File: config.mk
export PLATFORM = sky130hd
export DESIGN_NAME = dm_access
export DESIGN_NICKNAME = d
export VERILOG_FILES = /design/src/rtl/dm_access.sv
export SDC_FILE = /design/constraint.sdc
export NUM_CORES = 1
export LEC_CHECK = 0
export CAP_MARGIN = 20
export CORE_MARGIN = 1.5
export CORE_UTILIZATION = 45
export DETAILED_ROUTE_END_ITERATION = 10
export GPL_TIMING_DRIVEN = 0
export PLACE_DENSITY = 0.8
export RECOVER_POWER = 50
export SYNTH_ARGS = -nofsm -noshare
export SYNTH_HDL_FRONTEND = slang
export SYNTH_SLANG_ARGS = --single-unit
File: constraint.sdc
create_clock -name clk -period 2.4 [get_ports clk]
set_input_delay 0.48 -clock clk [delete_from_list [all_inputs] [get_ports clk]]
set_output_delay 0.48 -clock clk [all_outputs]
set_load 0.02 [all_outputs]
File: src/rtl/dm_access.sv
// Load/store unit between the core and a word-wide request/acknowledge data bus.
// Builds byte enables and replicated store data, extends load data, and stalls the core until each access ends.
module dm_access #(
  parameter int unsigned TIMEOUT = 255
) (
  input  logic        clk,
  input  logic        rstn,
  input  logic        MemRead,
  input  logic [1:0]  MemWrite,
  input  logic [2:0]  LAddr,
  input  logic [31:0] Addr,
  input  logic [31:0] WData,
  output logic [31:0] RData,
  output logic        Stall,
  output logic        AddrErr,
  output logic        BusErr,
  output logic        bus_req,
  output logic        bus_we,
  output logic [31:0] bus_addr,
  output logic [3:0]  bus_be,
  output logic [31:0] bus_wdata,
  input  logic        bus_ack,
  input  logic [31:0] bus_rdata
);

  typedef enum logic [1:0] {IDLE, REQ, DONE, ERR} state_t;
  typedef enum logic [1:0] {SZ_BYTE, SZ_HALF, SZ_WORD} size_t;

  state_t      state_q, state_d;
  logic [7:0]  cnt_q, cnt_d;
  logic [2:0]  laddr_q;
  logic [1:0]  off_q;
  logic        misal_q;
  logic        we_q;
  logic [31:0] addr_q;
  logic [31:0] wdata_q;
  logic [3:0]  be_q;
  logic [31:0] rdata_q;

  logic        is_store;
  logic        valid;
  size_t       size;
  logic        misaligned;
  logic [3:0]  be_new;
  logic [31:0] wdata_new;
  logic [31:0] load_ext;
  logic        stall_c;
  logic [7:0]  rd_lane [4];
  logic [7:0]  byte_sel;
  logic [15:0] half_sel;

  // A store takes priority over a simultaneous read request.
  always_comb begin
    is_store = (MemWrite != 2'b00);
    valid    = MemRead | is_store;
    size     = SZ_WORD;
    if (is_store) begin
      case (MemWrite)
        2'b10:   size = SZ_BYTE;
        2'b11:   size = SZ_HALF;
        default: size = SZ_WORD;
      endcase
    end else begin
      case (LAddr)
        3'b001, 3'b010: size = SZ_BYTE;
        3'b011, 3'b100: size = SZ_HALF;
        default:        size = SZ_WORD;
      endcase
    end
  end

  always_comb begin
    misaligned = 1'b0;
    be_new     = 4'b1111;
    wdata_new  = 32'h0;
    case (size)
      SZ_BYTE: begin
        be_new    = 4'b0001 << Addr[1:0];
        wdata_new = {4{WData[7:0]}};
      end
      SZ_HALF: begin
        misaligned = Addr[0];
        be_new     = Addr[1] ? 4'b1100 : 4'b0011;
        wdata_new  = {2{WData[15:0]}};
      end
      default: begin
        misaligned = (Addr[1:0] != 2'b00);
        be_new     = 4'b1111;
        wdata_new  = WData;
      end
    endcase
    if (!is_store) wdata_new = 32'h0;
  end

  for (genvar gi = 0; gi < 4; gi++) begin : g_lane
    assign rd_lane[gi] = bus_rdata[8*gi +: 8];
  end

  assign byte_sel = rd_lane[off_q];
  assign half_sel = off_q[1] ? bus_rdata[31:16] : bus_rdata[15:0];

  always_comb begin
    case (laddr_q)
      3'b001:  load_ext = {{24{byte_sel[7]}}, byte_sel};
      3'b010:  load_ext = {24'h0, byte_sel};
      3'b011:  load_ext = {{16{half_sel[15]}}, half_sel};
      3'b100:  load_ext = {16'h0, half_sel};
      default: load_ext = bus_rdata;
    endcase
  end

  // An ack arriving in the final allowed REQ cycle still wins over the timeout.
  always_comb begin
    state_d = state_q;
    cnt_d   = cnt_q;
    stall_c = 1'b0;
    case (state_q)
      IDLE: begin
        if (valid) begin
          stall_c = 1'b1;
          if (misaligned) begin
            state_d = ERR;
          end else begin
            state_d = REQ;
            cnt_d   = 8'h0;
          end
        end
      end
      REQ: begin
        stall_c = 1'b1;
        if (bus_ack) begin
          state_d = DONE;
        end else if (cnt_q == 8'(TIMEOUT - 1)) begin
          state_d = ERR;
        end else begin
          cnt_d = cnt_q + 8'd1;
        end
      end
      default: state_d = IDLE;
    endcase
  end

  always_ff @(posedge clk or negedge rstn) begin
    if (!rstn) begin
      state_q <= IDLE;
      cnt_q   <= 8'h0;
      laddr_q <= 3'b000;
      off_q   <= 2'b00;
      misal_q <= 1'b0;
      we_q    <= 1'b0;
      addr_q  <= 32'h0;
      wdata_q <= 32'h0;
      be_q    <= 4'h0;
      rdata_q <= 32'h0;
    end else begin
      state_q <= state_d;
      cnt_q   <= cnt_d;
      if (state_q == IDLE && valid) begin
        misal_q <= misaligned;
        if (!misaligned) begin
          laddr_q <= LAddr;
          off_q   <= Addr[1:0];
          we_q    <= is_store;
          addr_q  <= {Addr[31:2], 2'b00};
          wdata_q <= wdata_new;
          be_q    <= be_new;
        end
      end
      if (state_q == REQ && bus_ack && !we_q) rdata_q <= load_ext;
    end
  end

  // Stall is held low while reset is asserted, even if the core keeps driving a request.
  assign Stall     = rstn & stall_c;
  assign bus_req   = (state_q == REQ);
  assign bus_we    = we_q;
  assign bus_addr  = addr_q;
  assign bus_be    = be_q;
  assign bus_wdata = wdata_q;
  assign RData     = rdata_q;
  assign AddrErr   = (state_q == ERR) &  misal_q;
  assign BusErr    = (state_q == ERR) & ~misal_q;

endmodule

==> flow_metrics.py <==
metrics = {
    "layout": {
        "post_route_cells_drive_above_1_share_pct": 13.1,
        "synthToLayoutAreaGrowth_pct": 49.8,
        "n_fill_cell": 937,
        "antenna_cells_inserted": 0,
        "seqCellArea_mm2": 0.00288,
        "finalInstanceArea_mm2": 0.00879,
        "multi_input_comb_area_mm2": 0.00277,
        "layoutNonFillerInstCount": 965,
        "num-nets-final": 888,
    },
    "die": {
        "fp-row-count": 41,
        "start_util_pct": 46.3,
        "num_io_pins": 210,
        "die-height_um": 117,
        "fp.dieArea_mm2": 0.0137,
        "die-width_um": 117,
        "area_inside_the_core_boundary_mm2": 0.0127,
    },
    "grt": {
        "first_global_vias": 5540,
        "grt_overflow": 0,
        "wire_length_of_the_first_global_routing_pass_mm": 27.7,
        "grt_max_degree": 47,
        "grtUsageTotal_pct": 26.3,
        "antenna_violations_before_repair": 0,
    },
    "critical_path": {
        "worstSetupStartpointType": "input port",
        "worst_ep_required_time_ns": 1.92,
        "critical_path_arrival_ns": 1.86,
        "path_max_fanout": 10,
        "cp-end-kind": "output pin",
        "path_class": "in2out",
    },
    "detailed_routing": {
        "drt-wirelength-per-cell_um": 18.6,
        "routed_wirelength_mm": 17.9,
        "drtPass1Iterations": 5,
        "route.detailed.drc": 0,
        "dr_total_vias": 5486,
        "antenna_violating_nets_post_route": 0,
        "drc_marker_count_from_the_first_detailed_route_iteration": 551,
        "routed_via_density": 5.68,
    },
    "run_status": {
        "violations": "negative hold slack, max-capacitance violations, max-slew violations",
        "status": "complete, but fails checks",
    },
    "timing": {
        "final-max-slew-violation-count": 37,
        "worst_pin_slew_ns": 1.60,
        "timing_hold_violations_final": 2,
        "max_slew_headroom_pct": -6.83,
        "timing.final.crit_share_pct": 97.6,
        "clock-skew-final_ns": 0.00837,
        "worst_hold_slack_ns": -0.00259,
        "maxClockFrequency_mhz": 427,
        "fin_crit_ns": 2.34,
        "setup_violations": 0,
        "fin_tns_setup_ns": 0,
        "fin_ws_ns": 0.0568,
    },
    "yosys": {
        "synth_flop_cell": "dfrtp_1",
        "synth.lib_cells_used.distinct": 66,
        "synth-seq-area-share_pct": 49.1,
        "flop_and_latch_count_out_of_synthesis": 115,
        "synth_area_per_cell_um2": 10.6,
        "ys_async_sr_fraction_pct": 100,
        "synth_edf_count": 0,
        "synth-warning-count": 0,
        "mappedNetlistArea_mm2": 0.00587,
        "syn_inst": 554,
    },
    "clock_network": {
        "cts_tree": "done",
        "numClockSinks": 115,
        "path_clk_slew_ns": 0.06,
        "post_cts_buffers": 0,
        "h-tree-depth": 4,
        "cts-root-to-sink-buffers": 2,
        "cts-hold-fix-buffers": 0,
        "clk_root_buffer_cell": "clkbuf_16",
        "worst_skew_pair.late_latency_ns": 0.41,
        "numCtsBuffers": 17,
    },
    "placed_design": {
        "buffer_ports.inserted": 205,
        "dp_cells": 933,
        "place_area_mm2": 0.00817,
        "dp_slack_ns": -0.410,
        "place_congestion": 0.902,
        "place.detailed.hpwl_mm": 13.1,
    },
    "worst_hold_path": {
        "min_path_type": "in2async",
    },
    "pwr": {
        "max-vdd-ir-drop_mv": 0.633,
        "fin_total_pwr_mw": 12.2,
        "pwr_cell_area_mw_per_mm2": 1380,
        "power.leakage_nw": 3.82,
    },
    "run": {
        "maxCapViolCount": 1,
    },
}
## final timing paths
| path | startpoint | end | slack [ns] | cells past startpoint |
|---|---|---|---|---|
| worst max register to register | state_q[1]$_DFFE_PN0P_ | RData[9]$_DFFE_PN0P_ | 0.17 | 6 |
| min in group clk | RData[1]$_DFFE_PN0P_ | RData[1]$_DFFE_PN0P_ | 0.49 | 1 |
| worst min register to register | RData[1]$_DFFE_PN0P_ | RData[1]$_DFFE_PN0P_ | 0.49 | 1 |
| worst max-delay path | MemWrite[0] | Stall | 0.06 | 5 |
| worst min-delay path | rstn | RData[22]$_DFFE_PN0P_ | -0.003 | 1 |
| max in group asynchronous | rstn | RData[28]$_DFFE_PN0P_ | 0.45 | 2 |
## cell usage after synthesis (5+ instances only)
cell type	count	area (um2)
a211oi_1	7	52.6
a21o_1	5	37.5
a21oi_1	41	205
a221oi_1	8	70.1
a22o_1	27	236
a22oi_1	8	60.1
buf_2	11	55.1
clkbuf_1	22	82.6
dfrtp_1	115	2880
inv_1	13	48.8
mux2_4	33	495
mux2i_1	14	140
nand2_1	50	188
nand2b_1	10	62.6
nor2_1	43	161
nor3_1	7	35.0
o21ai_0	36	180
o2bb2ai_1	17	149
o32ai_1	6	52.6
## flip-flops by register name (all words and copies together), names as in the netlist
register and cells:
bus_we 1, bus_addr 30, misal_q 1, bus_wdata 32, RData 32, bus_be 4, laddr_q 3, cnt_q 8
state_q 2, off_q 2
## cell usage in the layout (no fill, tap or decap), drive strengths merged, types with 5 or more instances in the layout
master | synthesis | layout
dfrtp | 115 | 115
o21ai | 41 | 41
mux2i | 14 | 14
o2bb2ai | 17 | 17
clkbuf | 22 | 40
buf | 19 | 20
clkinv | 2 | 11
a211oi | 8 | 8
nand2 | 51 | 51
dlygate4sd3 | 0 | 50
mux2 | 33 | 33
a221oi | 8 | 8
a22o | 27 | 27
a21o | 5 | 5
o32ai | 6 | 6
a21oi | 42 | 42
inv | 13 | 15
nor2 | 45 | 45
nand2b | 10 | 10
clkdlybuf4s50 | 0 | 150
a22oi | 8 | 8
nor3 | 8 | 8
## final cells by class
class | count | area share (%)
Sequential cell | 115 | 32.8
Clock buffer | 17 | 4.84
Buffer | 41 | 2.42
Tap cell | 172 | 2.45
Clock inverter | 14 | 1.52
Multi-Input combinational cell | 384 | 31.5
Inverter | 15 | 0.641
Timing Repair Buffer | 207 | 23.9
## stage by stage
stage	util [%]	hold WS, ns
final	69.3	-0.00259
after global routing	69.3	0.0244
after CTS	69.2	0.0142
after detailed placement	64.4	0.438
after global placement	64.2	0.475
after floorplan	-	0.184
## where the power goes
group          leakage [nW]  internal, mW  total, mW  switching, mW
Clock                 0.270          1.43       2.38          0.952
Combinational          2.16          2.96       6.33           3.37
Sequential             1.39          2.87       3.44          0.571
Total                  3.82          7.26       12.2           4.89
## logic make-up after synthesis
logic type	share of synthesized area [%]
mux	11.2
simple gates	11.3
other cells	0.0639
buf+inv	4.46
fa+ha+maj	0.427
flops	49.1
xor+xnor	0.597
compound gates	22.9
## critical path, stage by stage
cell             delay, ns
clkdlybuf4s50_1       0.42
clkbuf_4              0.22
nor4_2                0.32
nor3b_1               0.09
dlygate4sd2_1         0.33
## timing repair
item / CTS / global route
gates resized for setup: 5 / 9
gates cloned: 1 / 0
endpoints found under the setup margin: 4 / 28
pin swaps: 0 / 1
## layer usage
metal | global-route usage [%] | routed length (um)
met3 | 7.47 | 1520
met2 | 41.4 | 8490
met1 | 33.9 | 7430
met5 | 0 | 0
met4 | 12.0 | 472
No activity file was read; power rests on OpenSTA's default activity.
